[src/rtl/multicycle_ctrl_fsm_if.sv]
// Memory handshake between the multicycle sequencer (master) and the memory (slave).
interface multicycle_ctrl_fsm_if;
    logic mem_read;
    logic mem_write;
    logic i_or_d;
    logic mem_ready;

    modport master (output mem_read, mem_write, i_or_d, input mem_ready);
    modport slave  (input mem_read, mem_write, i_or_d, output mem_ready);
endinterface

[src/rtl/multicycle_ctrl_fsm.sv]
// Moore sequencer for the 8-bit multicycle MIPS-style datapath: fetch/decode/execute/
// memory/writeback with memory watchdog, illegal-opcode trap and retired-instruction count.
module multicycle_ctrl_fsm #(
    parameter int OP_W        = 6,
    parameter int CNT_W       = 16,
    parameter int MEM_TIMEOUT = 15
) (
    input  logic                 clk,
    input  logic                 rst_n,
    multicycle_ctrl_fsm_if.master mem,
    input  logic                 run,
    input  logic [OP_W-1:0]      opcode,
    input  logic                 zero,
    output logic                 ir_write,
    output logic                 pc_en,
    output logic [1:0]           pc_source,
    output logic                 alu_src_a,
    output logic [1:0]           alu_src_b,
    output logic [1:0]           alu_op,
    output logic                 reg_write,
    output logic                 reg_dst,
    output logic                 mem_to_reg,
    output logic                 instr_done,
    output logic [CNT_W-1:0]     instr_count,
    output logic                 trap,
    output logic [1:0]           trap_cause,
    output logic [3:0]           state
);
    typedef enum logic [3:0] {
        S_IDLE = 4'd0, S_FETCH = 4'd1, S_DECODE = 4'd2, S_MEM_ADDR = 4'd3,
        S_MEM_RD = 4'd4, S_MEM_WB = 4'd5, S_MEM_WR = 4'd6, S_EXEC_R = 4'd7,
        S_EXEC_I = 4'd8, S_ALU_WB = 4'd9, S_BRANCH = 4'd10, S_JUMP = 4'd11,
        S_TRAP = 4'd15
    } state_t;

    typedef struct packed {
        logic       mem_read;
        logic       mem_write;
        logic       i_or_d;
        logic       ir_write;
        logic       pc_write;
        logic       pc_write_cond;
        logic [1:0] pc_source;
        logic       alu_src_a;
        logic [1:0] alu_src_b;
        logic [1:0] alu_op;
        logic       reg_write;
        logic       reg_dst;
        logic       mem_to_reg;
    } ctl_t;

    localparam logic [OP_W-1:0] OP_R    = OP_W'(6'b000000);
    localparam logic [OP_W-1:0] OP_ADDI = OP_W'(6'b001000);
    localparam logic [OP_W-1:0] OP_SUBI = OP_W'(6'b001001);
    localparam logic [OP_W-1:0] OP_LWI  = OP_W'(6'b001010);
    localparam logic [OP_W-1:0] OP_LW   = OP_W'(6'b100011);
    localparam logic [OP_W-1:0] OP_SW   = OP_W'(6'b101011);
    localparam logic [OP_W-1:0] OP_BEQ  = OP_W'(6'b000100);
    localparam logic [OP_W-1:0] OP_J    = OP_W'(6'b000010);

    localparam int            WW    = (MEM_TIMEOUT > 0) ? $clog2(MEM_TIMEOUT + 1) : 1;
    localparam logic          WD_EN = (MEM_TIMEOUT > 0);
    localparam logic [WW-1:0] WLIM  = WW'(MEM_TIMEOUT);

    state_t          st, nxt;
    logic [OP_W-1:0] op_q, op_nxt;
    ctl_t            ctl_q;
    logic [WW-1:0]   wcnt;
    logic            wait_st, timeout, end_i;

    // Control word for a given state; outputs are registered from the next state.
    function automatic ctl_t decode(input state_t s, input logic [OP_W-1:0] op);
        ctl_t c;
        c = '0;
        case (s)
            S_FETCH:    begin c.mem_read = 1'b1; c.ir_write = 1'b1; c.pc_write = 1'b1; c.alu_src_b = 2'b01; end
            S_DECODE:   c.alu_src_b = 2'b11;
            S_MEM_ADDR: begin c.alu_src_a = 1'b1; c.alu_src_b = 2'b10; end
            S_MEM_RD:   begin c.mem_read = 1'b1; c.i_or_d = 1'b1; end
            S_MEM_WB:   begin c.reg_write = 1'b1; c.mem_to_reg = 1'b1; end
            S_MEM_WR:   begin c.mem_write = 1'b1; c.i_or_d = 1'b1; end
            S_EXEC_R:   begin c.alu_src_a = 1'b1; c.alu_op = 2'b10; end
            S_EXEC_I:   begin
                c.alu_src_a = 1'b1;
                c.alu_src_b = 2'b10;
                c.alu_op    = (op == OP_SUBI) ? 2'b01 : 2'b00;
            end
            S_ALU_WB:   begin c.reg_write = 1'b1; c.reg_dst = (op == OP_R); end
            S_BRANCH:   begin c.alu_src_a = 1'b1; c.alu_op = 2'b01; c.pc_write_cond = 1'b1; c.pc_source = 2'b01; end
            S_JUMP:     begin c.pc_write = 1'b1; c.pc_source = 2'b10; end
            default:    ;
        endcase
        return c;
    endfunction

    assign wait_st = (st == S_FETCH) || (st == S_MEM_RD) || (st == S_MEM_WR);
    assign timeout = wait_st && !mem.mem_ready && WD_EN && (wcnt == WLIM);

    always_comb begin
        nxt    = st;
        op_nxt = op_q;
        end_i  = 1'b0;
        case (st)
            S_IDLE:     if (run) nxt = S_FETCH;
            S_FETCH:    if (mem.mem_ready) nxt = S_DECODE;
            S_DECODE: begin
                op_nxt = opcode;
                if (opcode == OP_R)                                          nxt = S_EXEC_R;
                else if (opcode == OP_ADDI || opcode == OP_SUBI || opcode == OP_LWI) nxt = S_EXEC_I;
                else if (opcode == OP_LW || opcode == OP_SW)                 nxt = S_MEM_ADDR;
                else if (opcode == OP_BEQ)                                   nxt = S_BRANCH;
                else if (opcode == OP_J)                                     nxt = S_JUMP;
                else                                                         nxt = S_TRAP;
            end
            S_EXEC_R, S_EXEC_I: nxt = S_ALU_WB;
            S_MEM_ADDR: nxt = (op_q == OP_SW) ? S_MEM_WR : S_MEM_RD;
            S_MEM_RD:   if (mem.mem_ready) nxt = S_MEM_WB;
            S_MEM_WR:   end_i = mem.mem_ready;
            S_ALU_WB, S_MEM_WB, S_BRANCH, S_JUMP: end_i = 1'b1;
            S_TRAP:     nxt = S_TRAP;
            default:    nxt = S_IDLE;
        endcase
        // run only matters at instruction boundaries; a running instruction always completes
        if (end_i)   nxt = run ? S_FETCH : S_IDLE;
        if (timeout) nxt = S_TRAP;
    end

    always_ff @(posedge clk or negedge rst_n) begin
        if (!rst_n) begin
            st          <= S_IDLE;
            op_q        <= '0;
            ctl_q       <= '0;
            wcnt        <= '0;
            instr_count <= '0;
            trap        <= 1'b0;
            trap_cause  <= 2'b00;
        end else begin
            st    <= nxt;
            op_q  <= op_nxt;
            ctl_q <= decode(nxt, op_nxt);
            // counter is nonzero only while parked in a wait state, so entry clears it for free
            wcnt  <= (wait_st && !mem.mem_ready && WD_EN) ? wcnt + WW'(1) : '0;
            if (end_i) instr_count <= instr_count + CNT_W'(1);
            if (nxt == S_TRAP && st != S_TRAP) begin
                trap       <= 1'b1;
                trap_cause <= timeout ? 2'b10 : 2'b01;
            end
        end
    end

    assign mem.mem_read  = ctl_q.mem_read;
    assign mem.mem_write = ctl_q.mem_write;
    assign mem.i_or_d    = ctl_q.i_or_d;
    assign ir_write      = ctl_q.ir_write & mem.mem_ready;
    assign pc_en         = (ctl_q.pc_write & ((st != S_FETCH) | mem.mem_ready))
                         | (ctl_q.pc_write_cond & zero);
    assign pc_source     = ctl_q.pc_source;
    assign alu_src_a     = ctl_q.alu_src_a;
    assign alu_src_b     = ctl_q.alu_src_b;
    assign alu_op        = ctl_q.alu_op;
    assign reg_write     = ctl_q.reg_write;
    assign reg_dst       = ctl_q.reg_dst;
    assign mem_to_reg    = ctl_q.mem_to_reg;
    assign instr_done    = end_i;
    assign state         = st;
endmodule

[src/flat_wrapper.sv]
// flat-port wrapper written by rule: the top's interface ports become plain ports
module multicycle_ctrl_fsm_flat 
#(
    parameter int OP_W        = 6,
    parameter int CNT_W       = 16,
    parameter int MEM_TIMEOUT = 15
)
  (clk, rst_n, run, opcode, zero, ir_write, pc_en, pc_source, alu_src_a, alu_src_b, alu_op, reg_write, reg_dst, mem_to_reg, instr_done, instr_count, trap, trap_cause, state, mem_mem_read, mem_mem_write, mem_i_or_d, mem_mem_ready);
  multicycle_ctrl_fsm_if mem_i ();
  input  logic clk;
  input  logic rst_n;
  input  logic run;
  input  logic [OP_W-1:0] opcode;
  input  logic zero;
  output logic ir_write;
  output logic pc_en;
  output logic [1:0] pc_source;
  output logic alu_src_a;
  output logic [1:0] alu_src_b;
  output logic [1:0] alu_op;
  output logic reg_write;
  output logic reg_dst;
  output logic mem_to_reg;
  output logic instr_done;
  output logic [CNT_W-1:0] instr_count;
  output logic trap;
  output logic [1:0] trap_cause;
  output logic [3:0] state;
  output wire logic [$bits(mem_i.mem_read)-1:0] mem_mem_read;
  output wire logic [$bits(mem_i.mem_write)-1:0] mem_mem_write;
  output wire logic [$bits(mem_i.i_or_d)-1:0] mem_i_or_d;
  input wire logic [$bits(mem_i.mem_ready)-1:0] mem_mem_ready;
  assign mem_mem_read = mem_i.mem_read;
  assign mem_mem_write = mem_i.mem_write;
  assign mem_i_or_d = mem_i.i_or_d;
  assign mem_i.mem_ready = mem_mem_ready;
  multicycle_ctrl_fsm #(.OP_W(OP_W), .CNT_W(CNT_W), .MEM_TIMEOUT(MEM_TIMEOUT)) u_core (.clk(clk), .rst_n(rst_n), .mem(mem_i), .run(run), .opcode(opcode), .zero(zero), .ir_write(ir_write), .pc_en(pc_en), .pc_source(pc_source), .alu_src_a(alu_src_a), .alu_src_b(alu_src_b), .alu_op(alu_op), .reg_write(reg_write), .reg_dst(reg_dst), .mem_to_reg(mem_to_reg), .instr_done(instr_done), .instr_count(instr_count), .trap(trap), .trap_cause(trap_cause), .state(state));
endmodule
[config.mk]
export PLATFORM = sky130hd
export DESIGN_NAME = multicycle_ctrl_fsm_flat
export DESIGN_NICKNAME = d
export VERILOG_FILES = /design/src/rtl/multicycle_ctrl_fsm_if.sv /design/src/rtl/multicycle_ctrl_fsm.sv /design/src/flat_wrapper.sv
export SDC_FILE = /design/constraint.sdc
export NUM_CORES = 1
export LEC_CHECK = 0
export ABC_CLOCK_PERIOD_IN_PS = 2600
export BUFFER_PORTS_ARGS = -buffer_cell sky130_fd_sc_hd__buf_2
export CORE_MARGIN = 2
export CORE_UTILIZATION = 45
export DETAILED_ROUTE_END_ITERATION = 16
export PLACE_DENSITY = 0.67
export SYNTH_ARGS = -nofsm -noshare
export SYNTH_HDL_FRONTEND = slang
export SYNTH_SLANG_ARGS = --single-unit
[constraint.sdc]
create_clock -name clk -period 2.6 [get_ports clk]
set_input_delay 0.39 -clock clk [delete_from_list [all_inputs] [get_ports clk]]
set_output_delay 0.39 -clock clk [all_outputs]
set_load 0.02 [all_outputs]
==> impl_metrics.tcl <==
set metrics [dict create \
    drt_first_pass_iters 5 \
    ys_async_sr_fraction 1.00 \
    synth_area_leaders "dfrtp_1, xnor2_1, nor2_1, mux2_2, xor2_1" \
    finalSetupViolations 0 \
    die_w_um 78.6 \
    r2r_slack_ps 240 \
    slew_viol_final 0 \
    n_antenna_cell 0 \
    crit_buf_inv 0 \
    finalCritPeriodShare 0.908 \
    synth_area_um2 2500 \
    grt_max_degree 35 \
    path_class "flip-flop to flip-flop" \
    cts-root-buf "clkbuf_8" \
    start_kind "flip-flop" \
    core_area_um2 5440 \
    seq_power_share 0.379 \
    grt_first_pass_wirelength_mm 8.47 \
    multi_input_area_um2 1130 \
    critical-path-max-stage-delay_ps 540 \
    floorplan.die_area_um2 6170 \
    drive_above_1_share 0.298 \
    worstSetupEndpointType "flip-flop" \
    cpLargestDelayFamily "simple AND/OR/NAND/NOR gates" \
    fin_worst_skew_ps 6.42 \
    drt-vias-per-instance 5.24 \
    ys.flop_type "dfrtp_1" \
    cts_tree "yes" \
    overflow 0 \
    fin_area_um2 2910 \
    setup_tns_ps 0 \
    ys_seq_elements 49 \
    max_freq_mhz 423 \
    rr_startpoint "u_core.state[0]" \
    synth_edf_count 0 \
    ir_drop_v 0.000724 \
    num_vias 1892 \
    post_cts_buffers 0 \
    routed_wl_mm 5.04 \
    first_global_vias 1758 \
    worst_slew_pin_slew_ps 501 \
    gp_congestion 0.833 \
    clkTransAtPathRegs_ps 90 \
    cts_max_level 2 \
    cts_resized 0 \
    rsz0062_at_grt "false" \
    crit_path_top_delay_cell "or4_1" \
    slew_headroom 0.666 \
    largest_register_ffs 16 \
    place_area_um2 2810 \
    yosys.area.top_type "dfrtp_1" \
    outcome "finished clean" \
    ys_types 55 \
    clock_path_buffers 2 \
    layout.cells.non_filler 361 \
    final_core_util 0.536 \
    reg.largest.list "u_core.instr_count: 16 flops, u_core.op_q: 6 flops" \
    critPathArrivalTime_ps 2580 \
    synth_common_cells "dfrtp_1, nor2_1, nand2_1" \
    path_cells "nor4b_4 > mux2_2 > or4_1 > nand3b_1 > a21oi_1" \
    power.leakage_nw 1.32 \
    cts.sinks 49 \
    r2r-end "u_core.alu_op[0]" \
    power_per_cell_area_nw_per_um2 1040 \
    cts_buffers 5 \
    ys_warn_count 0 \
    hold_slack_ps 2.09 \
    synth_most_common_cell "dfrtp_1" \
    port_buffers 49 \
    p_clk_frac 0.162 \
    post_synth.cell_area_avg_um2 10.6 \
    synth_cells 236 \
    post-route-min-period_ps 2360 \
    drc 0 \
    worstPathRequired_ps 2820 \
    min_path_type "input pin to async pin" \
    synth_top_area_frac 0.490 \
    row_count 27 \
    pwr-share-comb 0.459 \
    insertion_delay_ps 300 \
    postRouteAntennaNets 0 \
    r2r_cells 5 \
    wl_per_cell_um 13.9 \
    synth_nets 249 \
    postCtsHoldBufs 0 \
    p_switching_mw 1.24 \
    num_io_pins 50 \
    start_util 0.460 \
    swShare 0.410 \
    grt_use_total 0.173 \
    area_delta_synth_final_pct 16.5 \
    maxCapViolations 0 \
    drt_iter0_drc 66 \
    crit_fanout 7 \
    antenna_found_initial 0 \
    fillerInstances 489 \
    p_int_mw 1.79 \
    ff_latch_area_um2 1230 \
    hpwl_mm 3.71 \
    hold_viol_final 0 \
    die_h_um 78.6 \
    nNetsFinal 301 \
    placedCellCount 353 \
    top_register "u_core.instr_count" \
    synth_seq_area_share 0.490 \
]
==> per-stage QoR <==
stage          worst slack [ps]  power [mW]
3_3_place_gp                258        2.54
5_1_grt                     114        3.27
4_1_cts                     231        3.07
3_5_place_dp                274        2.56
2_1_floorplan               227        2.19
6_report                    238        3.04
==> layer usage <==
layer  global-route usage  up-vias  share of wire
li1                     -      934              -
met5                    0        -              0
met4               0.0316        0         0.0026
met2                0.279       40           0.48
met1                0.242      916           0.48
met3               0.0402        2          0.040
==> placed cells by master, fill, tap and decap left out, types with 2 or more instances in the layout <==
cell type / n
mux2_2: 7
o21ai_0: 10
clkbuf_8: 7
or3_1: 2
o31ai_1: 2
or4_1: 2
nor3_1: 4
nand2_1: 14
o21ai_1: 2
inv_1: 9
and2_1: 5
nor3b_1: 5
xnor2_1: 11
nand3_1: 7
buf_2: 49
and4b_1: 2
nor4b_1: 3
nor2_1: 22
nand2b_1: 4
ha_1: 2
buf_4: 11
nand3b_1: 4
nor2b_1: 3
dfrtp_1: 49
xor2_1: 7
nand4_1: 7
and3_1: 3
nor4_1: 4
a21oi_1: 5
==> worst max-delay path by stage <==
stage	start	to	slack [ps]	depth (start not counted)
5_1_grt	u_core.state[3]	u_core.instr_count[14]	110	6
2_1_floorplan	u_core.state[0]	u_core.alu_op[0]	230	6
3_5_place_dp	u_core.state[0]	u_core.alu_op[0]	270	5
3_3_place_gp	u_core.state[0]	u_core.alu_op[0]	260	5
6_report	u_core.state[0]	u_core.alu_op[0]	240	5
4_1_cts	u_core.state[0]	u_core.alu_op[0]	230	5
==> power by group through the flow <==
stage,clock [mW],sequential (mW),combinational [mW]
6_report,0.494,1.15,1.39
5_1_grt,0.546,1.18,1.54
2_1_floorplan,0,1.23,0.954
3_3_place_gp,0,1.16,1.38
3_5_place_dp,0,1.17,1.39
4_1_cts,0.515,1.15,1.40
==> final cells by class <==
| type | count | area share |
|---|---|---|
| clock buffers | 7 | 0.0331 |
| clock inverters | 1 | 0.00301 |
| inverters | 9 | 0.0116 |
| multi-input cells | 163 | 0.388 |
| flip-flops and latches | 49 | 0.421 |
| well taps | 72 | 0.0309 |
| repair buffers | 60 | 0.113 |
==> logic make-up (layout without fill, tap and decap cells) <==
group	count (synthesis)	in the layout	share of synthesized area
compound gates	35	35	0.106
xor+xnor	18	18	0.0630
fa+ha+maj	2	2	0.0100
buf+inv	24	77	0.0580
flops	49	49	0.490
mux	7	7	0.0315
simple gates	101	101	0.242
(Power assumes the default switching activity.)
